==> src/rtl/qk_feeder.sv <==
// qk_feeder: streams key_len key vectors, then q_len query vectors, from memory to the first MAC column.
// Optional FEEDER_BACKPRESSURE_EN: ofifo_full stalls query reads in EXEC (port is always present).
module qk_feeder #(
  parameter int bw      = 8,
  parameter int pr      = 8,
  parameter int col     = 8,
  parameter int key_len = 10,
  parameter int aw      = 6
) (
  input  logic             clk,
  input  logic             reset,
  input  logic             start,
  input  logic [aw-1:0]    key_base,
  input  logic [aw-1:0]    q_base,
  input  logic [aw-1:0]    q_len,
  input  logic             ofifo_full,
  output logic             mem_cen,
  output logic [aw-1:0]    mem_addr,
  input  logic [pr*bw-1:0] mem_rdata,
  output logic [pr*bw-1:0] q_out,
  output logic [1:0]       o_inst,
  output logic             busy,
  output logic             done
);

  localparam int KW = $clog2(key_len + 1);
  localparam int CW = ((KW > aw) ? KW : aw) + 1;
  localparam int DW = $clog2(col + 3) + 1;

  typedef enum logic [1:0] {IDLE, LOAD, EXEC, DRAIN} state_t;

  state_t           state_q, state_d;
  logic [aw-1:0]    addr_q, addr_d;
  logic [aw-1:0]    q_base_q, q_base_d;
  logic [aw-1:0]    q_len_q, q_len_d;
  logic [CW-1:0]    cnt_q, cnt_d;
  logic [DW-1:0]    dcnt_q, dcnt_d;
  logic [1:0]       pend_q, pend_d;
  logic [1:0]       inst_q, inst_d;
  logic [pr*bw-1:0] q_out_q, q_out_d;

  logic stall;
  logic issue;
  logic last_key;
  logic last_q;
  logic flushed;

`ifdef FEEDER_BACKPRESSURE_EN
  assign stall = (state_q == EXEC) && ofifo_full;
`else
  logic unused_ofifo_full;
  assign unused_ofifo_full = ofifo_full;
  assign stall = 1'b0;
`endif

  // Gating with reset keeps the memory idle during the reset cycle itself.
  assign issue    = reset && ((state_q == LOAD) || ((state_q == EXEC) && !stall));
  assign last_key = (cnt_q == CW'(key_len - 1));
  assign last_q   = ((cnt_q + CW'(1)) == CW'(q_len_q));
  assign flushed  = (pend_q == 2'b00) && (inst_q == 2'b00);

  assign mem_cen  = !issue;
  assign mem_addr = addr_q;
  assign q_out    = q_out_q;
  assign o_inst   = inst_q;
  assign busy     = (state_q != IDLE);

  always_comb begin
    state_d  = state_q;
    addr_d   = addr_q;
    q_base_d = q_base_q;
    q_len_d  = q_len_q;
    cnt_d    = cnt_q;
    dcnt_d   = dcnt_q;
    pend_d   = 2'b00;
    inst_d   = pend_q;
    q_out_d  = (pend_q != 2'b00) ? mem_rdata : q_out_q;
    done     = 1'b0;

    case (state_q)
      IDLE: begin
        if (start) begin
          state_d  = LOAD;
          addr_d   = key_base;
          q_base_d = q_base;
          q_len_d  = q_len;
          cnt_d    = '0;
        end
      end
      LOAD: begin
        pend_d = 2'b01;
        addr_d = addr_q + aw'(1);
        cnt_d  = cnt_q + CW'(1);
        if (last_key) begin
          cnt_d  = '0;
          dcnt_d = '0;
          if (q_len_q == '0) begin
            state_d = DRAIN;
          end else begin
            state_d = EXEC;
            addr_d  = q_base_q;
          end
        end
      end
      EXEC: begin
        if (!stall) begin
          pend_d = 2'b10;
          addr_d = addr_q + aw'(1);
          cnt_d  = cnt_q + CW'(1);
          if (last_q) begin
            state_d = DRAIN;
            dcnt_d  = '0;
          end
        end
      end
      DRAIN: begin
        // Count only once the final vector has left q_out.
        if (flushed) begin
          if (dcnt_q == DW'(col + 1)) begin
            done    = reset;
            state_d = IDLE;
          end else begin
            dcnt_d = dcnt_q + DW'(1);
          end
        end
      end
      default: state_d = IDLE;
    endcase
  end

  always_ff @(posedge clk) begin
    if (!reset) begin
      state_q  <= IDLE;
      addr_q   <= '0;
      q_base_q <= '0;
      q_len_q  <= '0;
      cnt_q    <= '0;
      dcnt_q   <= '0;
      pend_q   <= 2'b00;
      inst_q   <= 2'b00;
      q_out_q  <= '0;
    end else begin
      state_q  <= state_d;
      addr_q   <= addr_d;
      q_base_q <= q_base_d;
      q_len_q  <= q_len_d;
      cnt_q    <= cnt_d;
      dcnt_q   <= dcnt_d;
      pend_q   <= pend_d;
      inst_q   <= inst_d;
      q_out_q  <= q_out_d;
    end
  end

endmodule
==> config.mk <==
export PLATFORM = sky130hd
export DESIGN_NAME = qk_feeder
export DESIGN_NICKNAME = d
export VERILOG_FILES = /design/src/rtl/qk_feeder.sv
export SDC_FILE = /design/constraint.sdc
export NUM_CORES = 1
export LEC_CHECK = 0
export BUFFER_PORTS_ARGS = -buffer_cell sky130_fd_sc_hd__buf_4
export CORE_MARGIN = 3
export CORE_UTILIZATION = 46
export CTS_CLUSTER_DIAMETER = 30
export DETAILED_ROUTE_END_ITERATION = 10
export GPL_TIMING_DRIVEN = 0
export HOLD_SLACK_MARGIN = 0.15
export PLACE_DENSITY = 0.87
export SLEW_MARGIN = 20
export SYNTH_ARGS = -nofsm -noshare
export SYNTH_HDL_FRONTEND = slang
export SYNTH_SLANG_ARGS = --single-unit
export TNS_END_PERCENT = 30
==> constraint.sdc <==
create_clock -name clk -period 2 [get_ports clk]
set_input_delay 0.4 -clock clk [delete_from_list [all_inputs] [get_ports clk]]
set_output_delay 0.4 -clock clk [all_outputs]
set_load 0.01 [all_outputs]
Word-level counts from Yosys, hierarchy flattened. Index checks and enable logic that the tools add are counted.

Output and inout port bits: 75. Flip-flop bits (word level): 100. Logic and storage cells: 63.

Eq/ne operators: 12. Reductions and logical operators: 16. Multiplexer cells: 23. Add/subtract/negate cells: 3.

Operator list (count): $pmux W7 S3 (1); $mux W5 (4); $mux W6 (3); $pmux W6 S3 (1); $pmux W5 S3 (1); $mux W7 (2); $ne A2 B2 Y1 const B (6); $mux W2 (5); $reduce_and A5 Y1 (2); $pmux W2 S4 (1); $add A7 B1 Y7 const B (1); $eq A7 B4 Y1 const B (1); $eq A7 B6 Y1 (1); $add A6 B1 Y6 const B (1); $logic_not A2 Y1 (3); $logic_not A6 Y1 (1); $reduce_bool A3 Y1 (2); $add A5 B1 Y5 const B (1); $eq A5 B4 Y1 const B (1); $eq A2 B2 Y1 const B (2); $mux W1 (4); $pmux W2 S2 (1); $reduce_and A2 Y1 (2); $reduce_bool A2 Y1 (2); 4 further kinds (5).

Longest topological paths before layout. Gate-level depths: netlist of run 1.

Depth after elaboration: 4. Mapped depth: 9.

Worst setup path before layout of run 1. OpenSTA, ideal clock, no wires.

Path type: register -> register. From: register cnt_q[0]. To: register dcnt_q[0]. Arrival: 1.774 ns. Setup time: 0.115 ns. Path buffers: 1. Required time: 1.885 ns. Setup slack: 0.111 ns. Stages on the path, launching flop included: 9. Path through: dfxtp_1 -> ha_1 -> nand3_1 -> nor3_1 -> a21oi_1 -> o31ai_2 -> buf_4 -> o211ai_1 -> a31o_1.

Cells in the longest elaborated chain, start to end: 4. Elaborated cells between the ends (all ways): 6. Those cells by class: add/sub: 1; eq/ne: 4; reduce/logical: 1.

Ends and longest elaborated chain: start, declared (line 36) `logic [CW-1:0] cnt_q, cnt_d;`; start signal, assigned (line 147) `cnt_q <= cnt_d;`; $add A7 B1 Y7 (line 59) `assign last_q = ((cnt_q + CW'(1)) == CW'(q_len_q));`; $eq A7 B6 Y1 (line 59); $ne A2 B2 Y1 (no source line); $reduce_and A5 Y1 (no source line) *; end signal, assigned (line 148) `dcnt_q <= dcnt_d;`; end, declared (line 37) `logic [DW-1:0] dcnt_q, dcnt_d;`.

Every way passes the cells marked *; elsewhere a longest branch is shown, timed or not. A chain may end at the register's enable or synchronous reset.

Final worst setup path of run 1.
From: register cnt_q[6]. To: register addr_q[2], in the netlist mem_addr[2].

Cells in the longest elaborated chain, start to end: 3.

Ends and longest elaborated chain: $eq A7 B4 Y1 (line 58) `assign last_key = (cnt_q == CW'(key_len - 1));`; $mux W6 (line 94) `if (last_key) begin`; $pmux W6 S3 (line 80) `case (state_q)`; end signal, assigned (line 144) `addr_q <= addr_d;`; end, declared (line 33) `logic [aw-1:0] addr_q, addr_d;`.

No other way between the ends.

==> results of run 1 <==
-- worst max-delay path by stage --
stage	slack, ns	endpoint
6_report	0.05	mem_addr[2]
5_1_grt	-0.02	dcnt_q[0]
4_1_cts	0.004	mem_cen
3_5_place_dp	-0.22	dcnt_q[4]
3_3_place_gp	-0.14	dcnt_q[0]
2_1_floorplan	0.11	dcnt_q[0]
-- flip-flops by register name (all words and copies together) (netlist names) --
| signal | cells |
|---|---|
| cnt_q | 7 |
| dcnt_q | 5 |
| inst_d | 2 |
| mem_addr | 6 |
| o_inst | 2 |
| q_base_q | 6 |
| q_len_q | 6 |
| q_out | 64 |
| state_q | 2 |
-- metrics by stage --
step | std cells | setup slack (ns) | power (W) | setup TNS (ns) | hold WS [ns]
5_1_grt | 836 | -0.0206 | 0.00706 | -0.0628 | 0.271
3_3_place_gp | 819 | -0.141 | 0.00511 | -0.723 | 0.438
3_5_place_dp | 819 | -0.220 | 0.00522 | -1.23 | 0.442
6_report | 836 | 0.0550 | 0.00664 | 0 | 0.280
4_1_cts | 837 | 0.00353 | 0.00653 | 0 | 0.268
2_1_floorplan | 531 | 0.111 | 0.00416 | 0 | 0.443
-- tightest hold or removal path: stages --
cell and delay, ns:
buf_4 0.10, nand2_1 0.04, a21boi_0 0.06
-- layer usage --
layer | track usage, % | vias to the layer above | routed length [um]
li1 | - | 2126 | -
met1 | 24.4 | 2027 | 4870
met2 | 41.8 | 135 | 6520
met3 | 3.72 | 18 | 553
met4 | 6.27 | 0 | 214
met5 | 0 | - | 0
-- kinds of logic (layout without fill, tap and decap cells) --
| family | Yosys count | in the layout | synth area share (%) |
|---|---|---|---|
| adders and majority gates | 9 | 9 | 2.53 |
| xor gates and xnor gates | 12 | 12 | 2.36 |
| AOI/OAI and AO/OA | 138 | 138 | 23.2 |
| muxes | 3 | 3 | 0.676 |
| buffers and inverters | 42 | 218 | 3.97 |
| and+or+nand+nor | 227 | 227 | 22.2 |
| DFF | 100 | 100 | 45.0 |
-- cell type report --
| type | instances | area (um^2) | share of cell area (%) |
|---|---|---|---|
| flip-flops and latches | 100 | 2020 | 32.8 |
| clock inverters | 5 | 61.3 | 0.997 |
| repair buffers | 164 | 1230 | 20.0 |
| clock buffers | 10 | 128 | 2.08 |
| plain buffers | 31 | 138 | 2.24 |
| inverters | 8 | 30.0 | 0.488 |
| multi-input cells | 389 | 2380 | 38.7 |
| well taps | 129 | 161 | 2.63 |
-- Yosys cell counts, types with 2 or more instances --
| library cell | instances |
|---|---|
| a41o_1 | 3 |
| xor2_1 | 7 |
| buf_4 | 2 |
| or3_1 | 3 |
| o211ai_1 | 10 |
| a31o_1 | 2 |
| mux2i_1 | 3 |
| o22ai_1 | 2 |
| ha_1 | 9 |
| nand3b_1 | 2 |
| buf_2 | 3 |
| a21oi_1 | 11 |
| and3_1 | 3 |
| nand2_1 | 176 |
| nand4_1 | 3 |
| clkbuf_1 | 28 |
| inv_1 | 8 |
| nand2b_1 | 4 |
| o21ai_1 | 11 |
| nand3_1 | 7 |
| o31ai_2 | 3 |
| a21boi_1 | 46 |
| xnor2_1 | 5 |
| a21o_1 | 2 |
| nor2_1 | 7 |
| dfxtp_1 | 100 |
| and2_1 | 7 |
| a21boi_0 | 40 |
| nor2b_1 | 4 |
| nor3_1 | 2 |
| nor3b_1 | 2 |
-- layout by cell type (no fill, tap or decap), types with 3 or more instances in the layout --
cell and instances:
clkinvlp_4 3, nand2b_1 4, buf_4 165, ha_4 3, xnor2_1 5, mux2i_1 3
nor2_1 6, clkbuf_8 9, nand3_1 6, ha_1 5, nor2b_1 4, and2_1 7
o21ai_1 9, or3_1 3, o211ai_1 10, and3_1 3, xor2_1 5, nand4_1 3
dfxtp_1 92, a21oi_1 8, clkbuf_1 27, a21boi_1 46, a21oi_2 3, inv_1 8
dfxtp_2 6, a21boi_0 40, nand2_1 176, a41o_1 3
-- what timing repair did --
item	in CTS	in global routing
endpoints found under the setup margin	9	21
gates cloned	1	0
pin swaps	4	10
resized for setup	11	25
buffers inserted	3	1
hold buffers	0	0
-- power groups by stage --
| stage | Sequential, W | Combinational [W] | Clock [W] |
|---|---|---|---|
| floorplan | 0.00274 | 0.00142 | 0 |
| global placement | 0.00263 | 0.00247 | 0 |
| detailed placement | 0.00266 | 0.00256 | 0 |
| CTS | 0.00261 | 0.00261 | 0.00130 |
| global route | 0.00267 | 0.00303 | 0.00136 |
| finish | 0.00262 | 0.00274 | 0.00127 |
==> results.md, run 1 <==
- Status: completed
- Startpoint types: flip-flop
- P_int: ~0.0041 W
- Mean post-synth cell area: about 8.4 um^2
- Vias per std cell: between 5 and 6
- WHS Path Cells: 3
- Syn_nets: approximately 630
- Clk_skew: ~0.021 ns
- Final ANT Viol Nets: 0
- Area Growth Syn to Fin: 38.3%
- Worst path top cell family by delay: compound AO/OA/AOI/OAI gates
- Wirelength, routed: 12200 um
- Clk pin slew, worst setup/hold paths: 0.11 ns
- FF+latch count, synth: 100
- Vias in the first global route: 4400
- Core Footprint: 9330 um^2
- Worst path arrival time: ~2.2 ns
- Ant diodes: 0
- Seq pwr share: roughly 40%
- CP Data Required Time: between 2 and 2.5 ns
- Leakage power: 2.52 nW
- Avg WL per Cell: ~15 um
- VDD IR max: between 500 and 600 uV
- Worst Max-Slew Pin Slew: approximately 0.77 ns
- RSZ-0062 raised after global routing: yes
- Vias: ~4300
- Mapped Area: roughly 4400 um^2
- Total GRT Usage: around 22%
- Cell Chain, Critical Path: or4b_4 > a2111oi_4 > buf_4 > a21oi_2 > o21ai_1 > o211ai_1 > a21boi_1
- Top post-synthesis cells by area: dfxtp_1 (45%), nand2_1 (15%), a21boi_1 (7.8%), a21boi_0 (6.8%), ha_1 (2.5%)
- Boundary Pins: ~160
- Post-synth top area share: about 45%
- Fin. Hold Viols: 0
- CTS Root Cell: clkbuf_8
- Worst skew pair latency: about 0.36 ns
- Critical Path Stages: 7
- Async S/R FF share, synth: 0%
- Pre-Repair DR Iteration Count: 5
- CP max stage delay: 0.59 ns
- Slew Viols, Final: 0
- Final setup fails: 0
- CP Max Fanout: 5
- CTS Buffer Depth: 2
- GR Overflow Total: 0
- Sw power: about 0.0025 W
- Die height: about 100 um
- Ys Warns: 0
- Initial antenna violation count: 0
- Hold endpoint: q_out[19]
- Seq/Total Area, Yosys: 45.0%
- CTS Buf Count: 9
- Initial Util: 47.6%
- Comb power frac: roughly 41%
- Net Sw Frac: between 30% and 40%
- Placed Area: between 5000 and 6000 um^2
- Power Density: about 1100 nW/um^2
- Num rows: 35
- Largest net degree at the start of global routing: 17
- Die Area: 10900 um^2
- Post-route cell area: a little over 6000 um^2
- CP bufs+invs: 1
- Ratio of final minimum period to clock period: between 90% and 100%
- R2r endpoint: mem_addr[2]
- Fmax: slightly above 500 MHz
- CP Class: flip-flop to flip-flop
- Cell depth of the worst flop-to-flop path: 7
- DPL Wire Length: 9100 um
- First-pass GRT wire length: roughly 20000 um
- Die width: approximately 100 um
- Main synth FF type: dfxtp_1
- Clk sinks: 100
- Max_slew headroom: between 40 and 50%
- Fin crit period: 1.95 ns
- Clock network power share: about a fifth
- CP startpoint: cnt_q[6]
- Final core occ: about two thirds
- Drc violations: 0
- Reg-to-reg slack, setup: between 0.05 and 0.06 ns
- Share of cells above drive strength 1: a little under a third
- GP Congestion: 0.832
- MaxCap Viol Count: 0
- IO buf count: ~160
- Hold Path Origin: mem_rdata[19]
- DR iter-0 viols: approximately 170
- Worst hold path type: primary input to flip-flop
- Count of cell types in the netlist: 47
- Number of fill cells: just under 800
- Crit end category: flip-flop
- Critical-path top delay cell: or4b_4
- CTS tree: done
- # nets final: approximately 800
- Post-synthesis cell count: 531
- H-Tree Level Count: 3
- Yosys top cell by area: dfxtp_1
- R2r startpoint: cnt_q[6]
- Post-synth EDFFs: 0
(Power assumes the default switching activity.)
==> run 2, diff against run 1 <==
--- a/config.mk
+++ b/config.mk
@@ -7,12 +7,12 @@
 export LEC_CHECK = 0
 export BUFFER_PORTS_ARGS = -buffer_cell sky130_fd_sc_hd__buf_4
 export CORE_MARGIN = 3
-export CORE_UTILIZATION = 46
+export CORE_UTILIZATION = 50
 export CTS_CLUSTER_DIAMETER = 30
 export DETAILED_ROUTE_END_ITERATION = 10
 export GPL_TIMING_DRIVEN = 0
 export HOLD_SLACK_MARGIN = 0.15
-export PLACE_DENSITY = 0.87
+export PLACE_DENSITY = 0.93
 export SLEW_MARGIN = 20
 export SYNTH_ARGS = -nofsm -noshare
 export SYNTH_HDL_FRONTEND = slang
==> results.md, run 2 (synthesis gave the netlist of run 1 again) <==
- Status: completed
- First-pass GRT wire length: 19700 um
- CTS tree: done
- Leakage power: approximately 2.6 nW
- CP Max Fanout: 10
- Ant diodes: 0
- Max_slew headroom: ~65%
- Total GRT Usage: roughly a quarter
- Area Growth Syn to Fin: 38.4%
- Cell Chain, Critical Path: inv_1 > ha_1 > buf_6 > nand2_1 > buf_4
- Net Sw Frac: 38.3%
- Sw power: between 0.002 and 0.003 W
- Initial antenna violation count: 0
- Commonest non-fill, non-tap cell in the layout: nand2_1
- Reg area: ~2000 um^2
- Drc violations: 0
- Number of fill cells: between 600 and 700
- Initial Util: between 50% and 60%
- Die Area: 10100 um^2
- VDD IR max: roughly 590 uV
- Core Footprint: ~8400 um^2
- Hold Slack: between 0.2 and 0.3 ns
- Num rows: 33
- Critical-path top delay cell: dfxtp_4
- Fmax: 503 MHz
- CP Data Required Time: between 1.5 and 2 ns
- Setup tns final: 0 ns
- # nets final: 800
- Worst skew pair latency: between 0.3 and 0.4 ns
- Ratio of final minimum period to clock period: between 90% and 100%
- Share of cells above drive strength 1: around 31%
- DR iter-0 viols: around 220
- Crit end category: output pin
- Clk_skew: roughly 0.011 ns
- Max FFs per register: 64
- Fin. Hold Viols: 0
- DPL Wire Length: about 9000 um
- Worst path arrival time: 1.59 ns
- Critical Path Stages: 5
- Slew Viols, Final: 0
- Comb power frac: approximately two fifths
- CP bufs+invs: 3
- Vias: around 4400
- CP max stage delay: between 0.3 and 0.4 ns
- Worst hold path type: primary input to flip-flop
- RSZ-0062 raised after global routing: yes
- Worst slack at placement: -0.336 ns
- CP Class: flip-flop to output pin
- GR Overflow Total: 0
- CTS Buf Count: 9
- Final ANT Viol Nets: 0
- Worst Max-Slew Pin Slew: around 0.52 ns
- MaxCap Viol Count: 0
- Seq pwr share: between 30 and 40%
- Final core occ: 73.0%
- Clock network power share: about a fifth
- Commonest non-fill, non-tap cells in the layout: nand2_1 (176), buf_4 (166), dfxtp_1 (94), a21boi_1 (46), a21boi_0 (40)
- Vias per std cell: approximately 5.4
- Area of the multi-input gates: around 2400 um^2
- Clk sinks: 100
- Final setup fails: 0
- GP Congestion: 0.900
- Fin crit period: 1.99 ns
- CTS Buffer Depth: 2
- IO buf count: 159
- Avg WL per Cell: ~16 um
- P_int: roughly 0.0041 W
- Post-route setup slack: about 0.013 ns
- Wirelength, routed: 12600 um
- Cell depth of the worst flop-to-flop path: 8
- Largest net degree at the start of global routing: 18
- Clk pin slew, worst setup/hold paths: 0.10 ns
- Worst path top cell family by delay: buffers and inverters
- Power Density: around 1100 nW/um^2
- CTS Root Cell: clkbuf_8
- Die height: 100 um
- Vias in the first global route: approximately 4200
- Boundary Pins: 161
- WHS Path Cells: 3
- H-Tree Level Count: 3
- Startpoint types: flip-flop
- Die width: between 100 and 150 um
- Pre-Repair DR Iteration Count: 5
## run 2: stage by stage
step	area, um^2	instances	power (W)
after floorplan	4440	531	0.00416
after global placement	5770	795	0.00511
after detailed placement	5770	795	0.00522
after CTS	6030	812	0.00656
after global routing	6150	815	0.00708
final	6150	815	0.00666
## run 2: worst paths after layout
kind | startpoint | end | slack [ns]
worst max-delay path | state_q[0] | mem_cen | 0.01
worst min-delay path | mem_rdata[41] | q_out[41] | 0.28
worst max register to register | cnt_q[0] | dcnt_q[0] | 0.04
worst min register to register | q_out[51] | q_out[51] | 0.46
## run 2: timing repair
action / 4_1_cts / 5_1_grt
hold buffers: 0 / 0
gates cloned: 1 / 0
gates resized for setup: 15 / 24
buffers inserted: 0 / 5
endpoints found under the setup margin: 9 / 22
pin swaps: 1 / 5
## run 2: worst min-delay path: stages
cell      delay (ns)
buf_4           0.11
nand2_1         0.04
a21boi_1        0.05
## run 2: power by group through the flow
| stage | sequential [W] | clock [W] | combinational [W] |
|---|---|---|---|
| floorplan | 0.00274 | 0 | 0.00142 |
| global placement | 0.00264 | 0 | 0.00247 |
| detailed placement | 0.00265 | 0 | 0.00257 |
| CTS | 0.00261 | 0.00133 | 0.00262 |
| global route | 0.00267 | 0.00141 | 0.00299 |
| finish | 0.00263 | 0.00130 | 0.00272 |
## run 2: metal layers
layer	track usage (%)	up-vias	part of all wire (%)	wire length, um
met4	8.70	0	2.8	357
li1	-	2131	-	-
met2	42.6	177	51	6450
met1	29.2	2061	40	5000
met3	4.52	33	6.7	843
met5	0	-	0	0
## run 2: area by class of cell
cell class / instances / share of cell area (%)
multi-input combinational: 389 / 38.7
sequential: 100 / 32.8
timing repair buffer: 165 / 20.1
buffer: 32 / 2.48
tap: 105 / 2.14
clock buffer: 9 / 2.01
clock inverter: 7 / 1.22
inverter: 8 / 0.488
